==> src/rtl/dma_seq_pkg.sv <==
// Shared constants and types for the DMA descriptor sequencer.
// DMA register map, start codes, FSM encoding and the packed descriptor layout.
package dma_seq_pkg;

   localparam logic [13:0] REG_CTRL = 14'h3FF0;
   localparam logic [13:0] REG_IO   = 14'h3FF1;
   localparam logic [13:0] REG_MEM  = 14'h3FF2;
   localparam logic [13:0] REG_CNT  = 14'h3FF3;

   localparam logic [1:0] START_RD = 2'b01;
   localparam logic [1:0] START_WR = 2'b10;

   localparam logic [2:0] ST_IDLE     = 3'd0;
   localparam logic [2:0] ST_PROG_IO  = 3'd1;
   localparam logic [2:0] ST_PROG_MEM = 3'd2;
   localparam logic [2:0] ST_PROG_CNT = 3'd3;
   localparam logic [2:0] ST_START    = 3'd4;
   localparam logic [2:0] ST_WAIT_RUN = 3'd5;
   localparam logic [2:0] ST_WAIT_END = 3'd6;
   localparam logic [2:0] ST_DONE     = 3'd7;

   localparam int unsigned DESC_W = 40;

   typedef struct packed {
      logic        dir;
      logic [13:0] io_adr;
      logic [11:0] mem_adr;
      logic [12:0] cnt;
   } desc_t;

endpackage

==> src/rtl/dma_seq_fifo.sv <==
// DEPTH x 40 descriptor FIFO with show-ahead read data, occupancy level and
// synchronous flush. Pushes when full and pops when empty are ignored.
module dma_seq_fifo
   import dma_seq_pkg::*;
#(
   parameter int unsigned DEPTH = 4,
   parameter int unsigned AW    = 2
) (
   input  logic              clk,
   input  logic              rst_n,
   input  logic              flush,
   input  logic              push,
   input  logic              pop,
   input  logic [DESC_W-1:0] wdata,
   output logic [DESC_W-1:0] rdata,
   output logic              full,
   output logic              empty,
   output logic [AW:0]       level
);

   localparam logic [AW:0] FULL_LVL = (AW+1)'(DEPTH);

   logic [DESC_W-1:0] mem_q [DEPTH];
   logic [AW-1:0]     wr_ptr_q, rd_ptr_q;
   logic [AW:0]       level_q;
   logic              push_ok, pop_ok;

   assign full    = (level_q == FULL_LVL);
   assign empty   = (level_q == '0);
   assign level   = level_q;
   assign push_ok = push & ~full & ~flush;
   assign pop_ok  = pop & ~empty & ~flush;
   assign rdata   = mem_q[rd_ptr_q];

   always_ff @(posedge clk or negedge rst_n) begin
      if (!rst_n) begin
         wr_ptr_q <= '0;
         rd_ptr_q <= '0;
         level_q  <= '0;
      end else if (flush) begin
         wr_ptr_q <= '0;
         rd_ptr_q <= '0;
         level_q  <= '0;
      end else begin
         if (push_ok) wr_ptr_q <= wr_ptr_q + 1'b1;
         if (pop_ok)  rd_ptr_q <= rd_ptr_q + 1'b1;
         case ({push_ok, pop_ok})
            2'b10:   level_q <= level_q + 1'b1;
            2'b01:   level_q <= level_q - 1'b1;
            default: level_q <= level_q;
         endcase
      end
   end

   // Storage needs no reset; only entries behind the write pointer are ever read.
   always_ff @(posedge clk) begin
      if (push_ok) mem_q[wr_ptr_q] <= wdata;
   end

endmodule

==> src/rtl/dma_seq.sv <==
// Descriptor sequencer: pops queued descriptors, programs the DMA registers over the
// shared I/O write port (CPU writes win and stall the FSM). Optional IRQ: DMA_SEQ_IRQ_EN.
module dma_seq
   import dma_seq_pkg::*;
#(
   parameter int unsigned DEPTH = 4,
   parameter int unsigned AW    = 2
) (
   input  logic        clk,
   input  logic        rst_n,
   input  logic        rst_pipe,
   input  logic        desc_valid,
   output logic        desc_ready,
   input  logic        desc_dir,
   input  logic [13:0] desc_io_adr,
   input  logic [11:0] desc_mem_adr,
   input  logic [12:0] desc_cnt,
   input  logic        cpu_io_we,
   input  logic [13:0] cpu_io_wadr,
   input  logic [15:0] cpu_io_wdata,
   output logic        dma_io_we,
   output logic [13:0] dma_io_wadr,
   output logic [15:0] dma_io_wdata,
   input  logic [1:0]  dma_status,
   output logic        seq_busy,
   output logic        seq_done,
`ifdef DMA_SEQ_IRQ_EN
   input  logic        seq_irq_clr,
   output logic        seq_irq,
`endif
   output logic [AW:0] q_level
);

   logic [2:0]  state_q, state_d;
   desc_t       desc_q, desc_d, head;
   logic        fifo_full, fifo_empty, pop;
   logic        sq_we;
   logic [13:0] sq_adr;
   logic [15:0] sq_data;

   dma_seq_fifo #(
      .DEPTH (DEPTH),
      .AW    (AW)
   ) u_fifo (
      .clk   (clk),
      .rst_n (rst_n),
      .flush (rst_pipe),
      .push  (desc_valid),
      .pop   (pop),
      .wdata ({desc_dir, desc_io_adr, desc_mem_adr, desc_cnt}),
      .rdata (head),
      .full  (fifo_full),
      .empty (fifo_empty),
      .level (q_level)
   );

   assign desc_ready = ~fifo_full;
   assign seq_busy   = (state_q != ST_IDLE) | ~fifo_empty;
   // DONE is held while the CPU owns the port, so pulse only on the cycle it retires.
   assign seq_done   = (state_q == ST_DONE) & ~cpu_io_we;

   always_comb begin
      state_d = state_q;
      desc_d  = desc_q;
      pop     = 1'b0;
      sq_we   = 1'b0;
      sq_adr  = '0;
      sq_data = '0;
      case (state_q)
         ST_IDLE: begin
            if (!fifo_empty && dma_status == 2'b00) begin
               pop     = 1'b1;
               desc_d  = head;
               state_d = (head.cnt == '0) ? ST_DONE : ST_PROG_IO;
            end
         end
         ST_PROG_IO: begin
            sq_we   = 1'b1;
            sq_adr  = REG_IO;
            sq_data = {desc_q.io_adr, 2'b00};
            state_d = ST_PROG_MEM;
         end
         ST_PROG_MEM: begin
            sq_we   = 1'b1;
            sq_adr  = REG_MEM;
            sq_data = {2'b00, desc_q.mem_adr, 2'b00};
            state_d = ST_PROG_CNT;
         end
         ST_PROG_CNT: begin
            sq_we   = 1'b1;
            sq_adr  = REG_CNT;
            sq_data = {3'b000, desc_q.cnt};
            state_d = ST_START;
         end
         ST_START: begin
            sq_we   = 1'b1;
            sq_adr  = REG_CTRL;
            sq_data = {14'h0000, desc_q.dir ? START_WR : START_RD};
            state_d = ST_WAIT_RUN;
         end
         ST_WAIT_RUN: if (dma_status != 2'b00) state_d = ST_WAIT_END;
         ST_WAIT_END: if (dma_status == 2'b00) state_d = ST_DONE;
         ST_DONE:     state_d = ST_IDLE;
         default:     state_d = ST_IDLE;
      endcase

      if (cpu_io_we) begin
         state_d = state_q;
         desc_d  = desc_q;
         pop     = 1'b0;
      end
      if (rst_pipe) begin
         state_d = ST_IDLE;
         pop     = 1'b0;
      end
   end

   assign dma_io_we    = cpu_io_we | sq_we;
   assign dma_io_wadr  = cpu_io_we ? cpu_io_wadr : sq_adr;
   assign dma_io_wdata = cpu_io_we ? cpu_io_wdata : sq_data;

   always_ff @(posedge clk or negedge rst_n) begin
      if (!rst_n) begin
         state_q <= ST_IDLE;
         desc_q  <= '0;
      end else begin
         state_q <= state_d;
         desc_q  <= desc_d;
      end
   end

`ifdef DMA_SEQ_IRQ_EN
   logic irq_q;

   always_ff @(posedge clk or negedge rst_n) begin
      if (!rst_n) begin
         irq_q <= 1'b0;
      end else if (rst_pipe) begin
         irq_q <= 1'b0;
      end else if (seq_done && fifo_empty) begin
         irq_q <= 1'b1;
      end else if (seq_irq_clr) begin
         irq_q <= 1'b0;
      end
   end

   assign seq_irq = irq_q;
`endif

endmodule
==> config.mk <==
export PLATFORM = sky130hd
export DESIGN_NAME = dma_seq
export DESIGN_NICKNAME = d
export VERILOG_FILES = /design/src/rtl/dma_seq_pkg.sv /design/src/rtl/dma_seq_fifo.sv /design/src/rtl/dma_seq.sv
export SDC_FILE = /design/constraint.sdc
export NUM_CORES = 1
export LEC_CHECK = 0
export BUFFER_PORTS_ARGS = -buffer_cell sky130_fd_sc_hd__buf_2
export CAP_MARGIN = 20
export CORE_ASPECT_RATIO = 1.25
export CORE_MARGIN = 2
export CORE_UTILIZATION = 52
export DETAILED_ROUTE_END_ITERATION = 10
export PLACE_DENSITY = 0.76
export RECOVER_POWER = 50
export SLEW_MARGIN = 10
export SYNTH_ARGS = -nofsm -noshare
export SYNTH_HDL_FRONTEND = slang
export SYNTH_HIERARCHICAL = 1
export SYNTH_SLANG_ARGS = --single-unit
==> constraint.sdc <==
create_clock -name clk -period 2.75 [get_ports clk]
set_input_delay 0.1375 -clock clk [delete_from_list [all_inputs] [get_ports clk]]
set_output_delay 0.1375 -clock clk [all_outputs]
set_load 0.01 [all_outputs]
==> results by stage <==
GRT:
- The first global-routing pass estimated 29,100 µm of wire.
- For this run the aggregate overflow at the end of global routing stands at 0.
- The number of antenna violations at the first check in global routing is 0.
- Entering global routing, the biggest net connects 43 pins.
- The overall fraction of global-route tracks in use is 0.213.
- The number of global-route vias before repair is 5,358.

Yosys:
- The flop and latch count out of synthesis is 210.
- The average instance area after synthesis is 17.7 µm².
- The number of nets in the synthesized netlist is 583.
- Of the synthesized area, sequential elements account for 0.684.
- The synthesized netlist contains 50 unique library cells.
- The count of warnings emitted by yosys is 6.
- The count of mapped cells out of synthesis is 501.
- The mapped netlist covers 8850 µm².

Finish:
- Leaving out fill and tap cells, the most frequent cells in the layout are sky130_fd_sc_hd__edfxtp_1 (160), sky130_fd_sc_hd__buf_2 (69), sky130_fd_sc_hd__clkbuf_1 (54).
- The final cell count without fillers is 904.
- The library cell used most frequently in the layout, excluding fill and tap cells, is sky130_fd_sc_hd__edfxtp_1.
- The area growth from synthesis to layout is 21.8%.
- The count of nets after finishing is 751.
- The filler cells instantiated in the layout total 1,201.
- The share of post-route cells with drive strength above 1 is 0.320.
- The area of all placed cells without fillers is 10,800 µm².
- The repair_antennas step left the layout with diodes totalling 0.

Setup path:
- In this run the register-to-register setup slack is 0.25 ns.
- The kind of cell with the highest combined delay along the critical path is simple AND/OR/NAND/NOR gates.
- Along the worst path, the maximum fanout reaches 23.
- The number of buffer and inverter instances along the worst setup path is 2.
- The worst flop-to-flop path endpoint is u_fifo/level[1].
- The arrival time at the worst endpoint is 2.42 ns.
- The worst setup path is of the reg2out kind.
- STA classifies the critical path startpoint as a register.
- The signal on the critical path passes through buf_4 > nor2_1 > or3_1 > o21ai_0 > buf_2.
- The worst-path cell with the longest stage delay is sky130_fd_sc_hd__or3_1.
- The delay contributed by the slowest stage of the critical path is 0.53 ns.
- The critical path crosses 5 cells after its start point.
- The count of cells along the worst register-to-register path is 11.
- The data required time of the critical path is 2.61 ns.
- The launching element of the worst setup path is state_q[1].
- STA classifies the critical path endpoint as an output port.
- The worst register-to-register path begins at u_fifo/level[0].
- The timing endpoint of the critical path is dma_io_wdata[2].

STA:
- Setup repair after global routing left no endpoint under its margin.
- The final clock skew is 0.0198 ns.
- Headroom to the max-slew limit came out at 0.252.
- Setup violations remaining at the end of the flow were counted as 0.
- At the pin with the least slew margin, the transition time is 1.12 ns.
- The count of endpoints failing hold in the final timing report is 0.
- The final hold slack is 0.144 ns.
- For this run, the top clock speed supported by timing is 390 MHz.
- The total negative slack is 0 ns.
- The post-route clock period utilization is 0.932.
- The final number of max-transition violations was 0.
- The final critical path time including I/O delays and setup is 2.56 ns.

Floorplanning:
- The floorplan has 53 rows.
- The region available for standard cell placement spans 16,700 µm².
- The die span in y is 150 µm.
- The width of the die is 121 µm.
- The floorplan step defined a die boundary enclosing 18,100 µm².
- The number of top-level pins is 114.
- For this configuration, the core starts out at a cell density of 0.529.

Place:
- The HPWL after detailed placement is 11,800 µm.
- The cell area reported after detailed placement is 9730 µm².
- The cell count after placement is 824.
- The global placement routability congestion is 0.835.
- Buffers placed on the I/O ports in this run total 113.

Clock tree:
- The clock-pin slew of the registers on the worst-case setup and hold paths is 0.06 ns.
- The cell sitting at the root of the clock tree is a sky130_fd_sc_hd__clkbuf_16.
- The clock net in this run drives a total of 210 sinks.
- The number of buffers created by CTS is 21.
- No sink is reached through more buffers than the 3 on the longest clock path.
- TritonCTS built the clock tree.
- The clock network latency to the later pin of the worst-skew pair is 0.50 ns.
- The H-tree level count is 1.

Pwr:
- The cell area power density is 709 nW/µm².
- After layout, the design draws a total of 7640 µW.
- The total net switching power is 1670 µW.
- The share of total power dissipated in combinational logic is 0.104.
- The share of total power dissipated in the clock network is 0.387.
- IR analysis of the VDD net gives a maximum drop of 0.000558 V.
- The cell-internal power is 5960 µW.
- Of the total power, the share spent switching nets is 0.219.
- The share of total power dissipated in sequential elements is 0.509.
- The leakage power summed over all cells is 0.00405 µW.

Run status:
- The flow ran to the end, and the final reports show no timing, DRC or antenna violations.

Route:
- The detailed router finished its first iteration with 369 violations.
- For this run, design rule violations remaining after detail routing come to 0.
- For this block, the via count after detailed routing is 5,051.
- After detailed routing, the average wire length per cell comes to 20.7 µm.
- The first detailed-routing pass ran for 5 iterations.
- The remaining number of nets flagged by the antenna check after routing is 0.
- Summed over all layers, the routed wires come to 18,700 µm.
- Using the TritonRoute via totals, the vias-per-cell ratio works out to 5.59.

Worst hold path:
- In this run the most critical hold path is launched from desc_valid.
- The tightest min-delay check is of the in2reg type.

Run:
- Across the run, the number of max-cap violations was 0.
-- tightest hold or removal path: cells and delay by family --
kind / cells / cell delay (ns)
AOI/OAI and AO/OA: 2 / 0.25
buffers and inverters: 1 / 0.20
-- synthesized netlist by cell type (all sizes together) --
library cell  count  area, µm²
mux2             51        721
nor2             14       52.6
nand3b            1       7.51
nor2b             1       6.26
a21o              1       7.51
o21ai            21        105
nor3              7       35.0
o21a              2       15.0
a221oi            1       8.76
dfrtp            50       1250
and3              1       6.26
or3               2       12.5
ha                4       50.1
a2111oi           1       8.76
o22ai             2       12.5
and2              7       43.8
xnor2             2       17.5
a311oi            1       8.76
a211oi            2       20.0
inv              18       67.6
nand2b            6       37.5
mux4             40        901
nor4b             1       8.76
o31a              1       8.76
buf              21        146
fa                1       20.0
edfxtp          160       4800
a31oi             3       18.8
nor3b             2       20.0
clkbuf           11       41.3
nand2            27        104
and4b             2       20.0
o211ai            1       7.51
xor2              2       17.5
nand4             1       6.26
a22o              1       8.76
nor4              3       33.8
mux2i             1       10.0
a22oi            12       90.1
a21oi            14       70.1
o31ai             1       7.51
and3b             1       8.76
-- stage by stage --
| step | worst slack, ns | util |
|---|---|---|
| floorplan | 0.0705 | - |
| global placement | 0.335 | 0.582 |
| detailed placement | 0.309 | 0.582 |
| CTS | 0.151 | 0.650 |
| global route | 0.0546 | 0.645 |
| finish | 0.188 | 0.645 |
-- worst min path at each step --
| stage | endpoint | slack, ns | cells past startpoint |
|---|---|---|---|
| final | u_fifo/level[0] | 0.14 | 3 |
| after global routing | u_fifo/level[0] | 0.15 | 3 |
| after floorplan | desc_q[0] | -0.16 | 0 |
| after CTS | u_fifo/level[2] | 0.11 | 3 |
| after global placement | desc_q[4] | 0.11 | 1 |
| after detailed placement | state_q[0] | 0.11 | 1 |
-- flip-flops by register name, indices dropped and copies added (netlist names) --
register	count
u_fifo/level	3
u_fifo/mem_q	160
u_fifo/rd_ptr_q	2
desc_q	40
state_q	3
u_fifo/wr_ptr_q	2
-- logic make-up after synthesis --
logic type | share of synthesized area
buf+inv | 0.0288
flops | 0.684
simple gates | 0.0455
xor+xnor | 0.00396
fa+ha+maj | 0.00792
mux | 0.184
compound gates | 0.0450
-- cell type report --
class	count	area (µm²)	area share
sequential	210	6060	0.562
multi-input combinational	241	2540	0.236
timing repair buffer	177	1110	0.103
clock buffer	25	541	0.0502
tap	220	275	0.0255
clock inverter	13	178	0.0165
inverter	18	67.6	0.00627
-- power groups by stage --
stage | clock network (µW) | registers, µW | logic [µW]
floorplan | 0 | 3850 | 527
global placement | 0 | 3930 | 730
detailed placement | 0 | 3940 | 760
CTS | 3010 | 3890 | 815
global route | 3110 | 3910 | 856
finish | 2960 | 3890 | 794
-- routing by layer --
layer,vias to the layer above,global-route usage,wire length [µm]
met5,-,0,0
li1,2279,-,-
met2,204,0.378,9900
met4,0,0.0872,668
met1,2526,0.258,7130
met3,42,0.0358,1040
-- repair_timing --
item	4_1_cts	5_1_grt
endpoints found under the hold margin	179	0
gates resized for setup	0	1
hold buffers	42	0
buffers inserted	0	0
setup endpoints to repair	0	10
(Power assumes the default switching activity.)
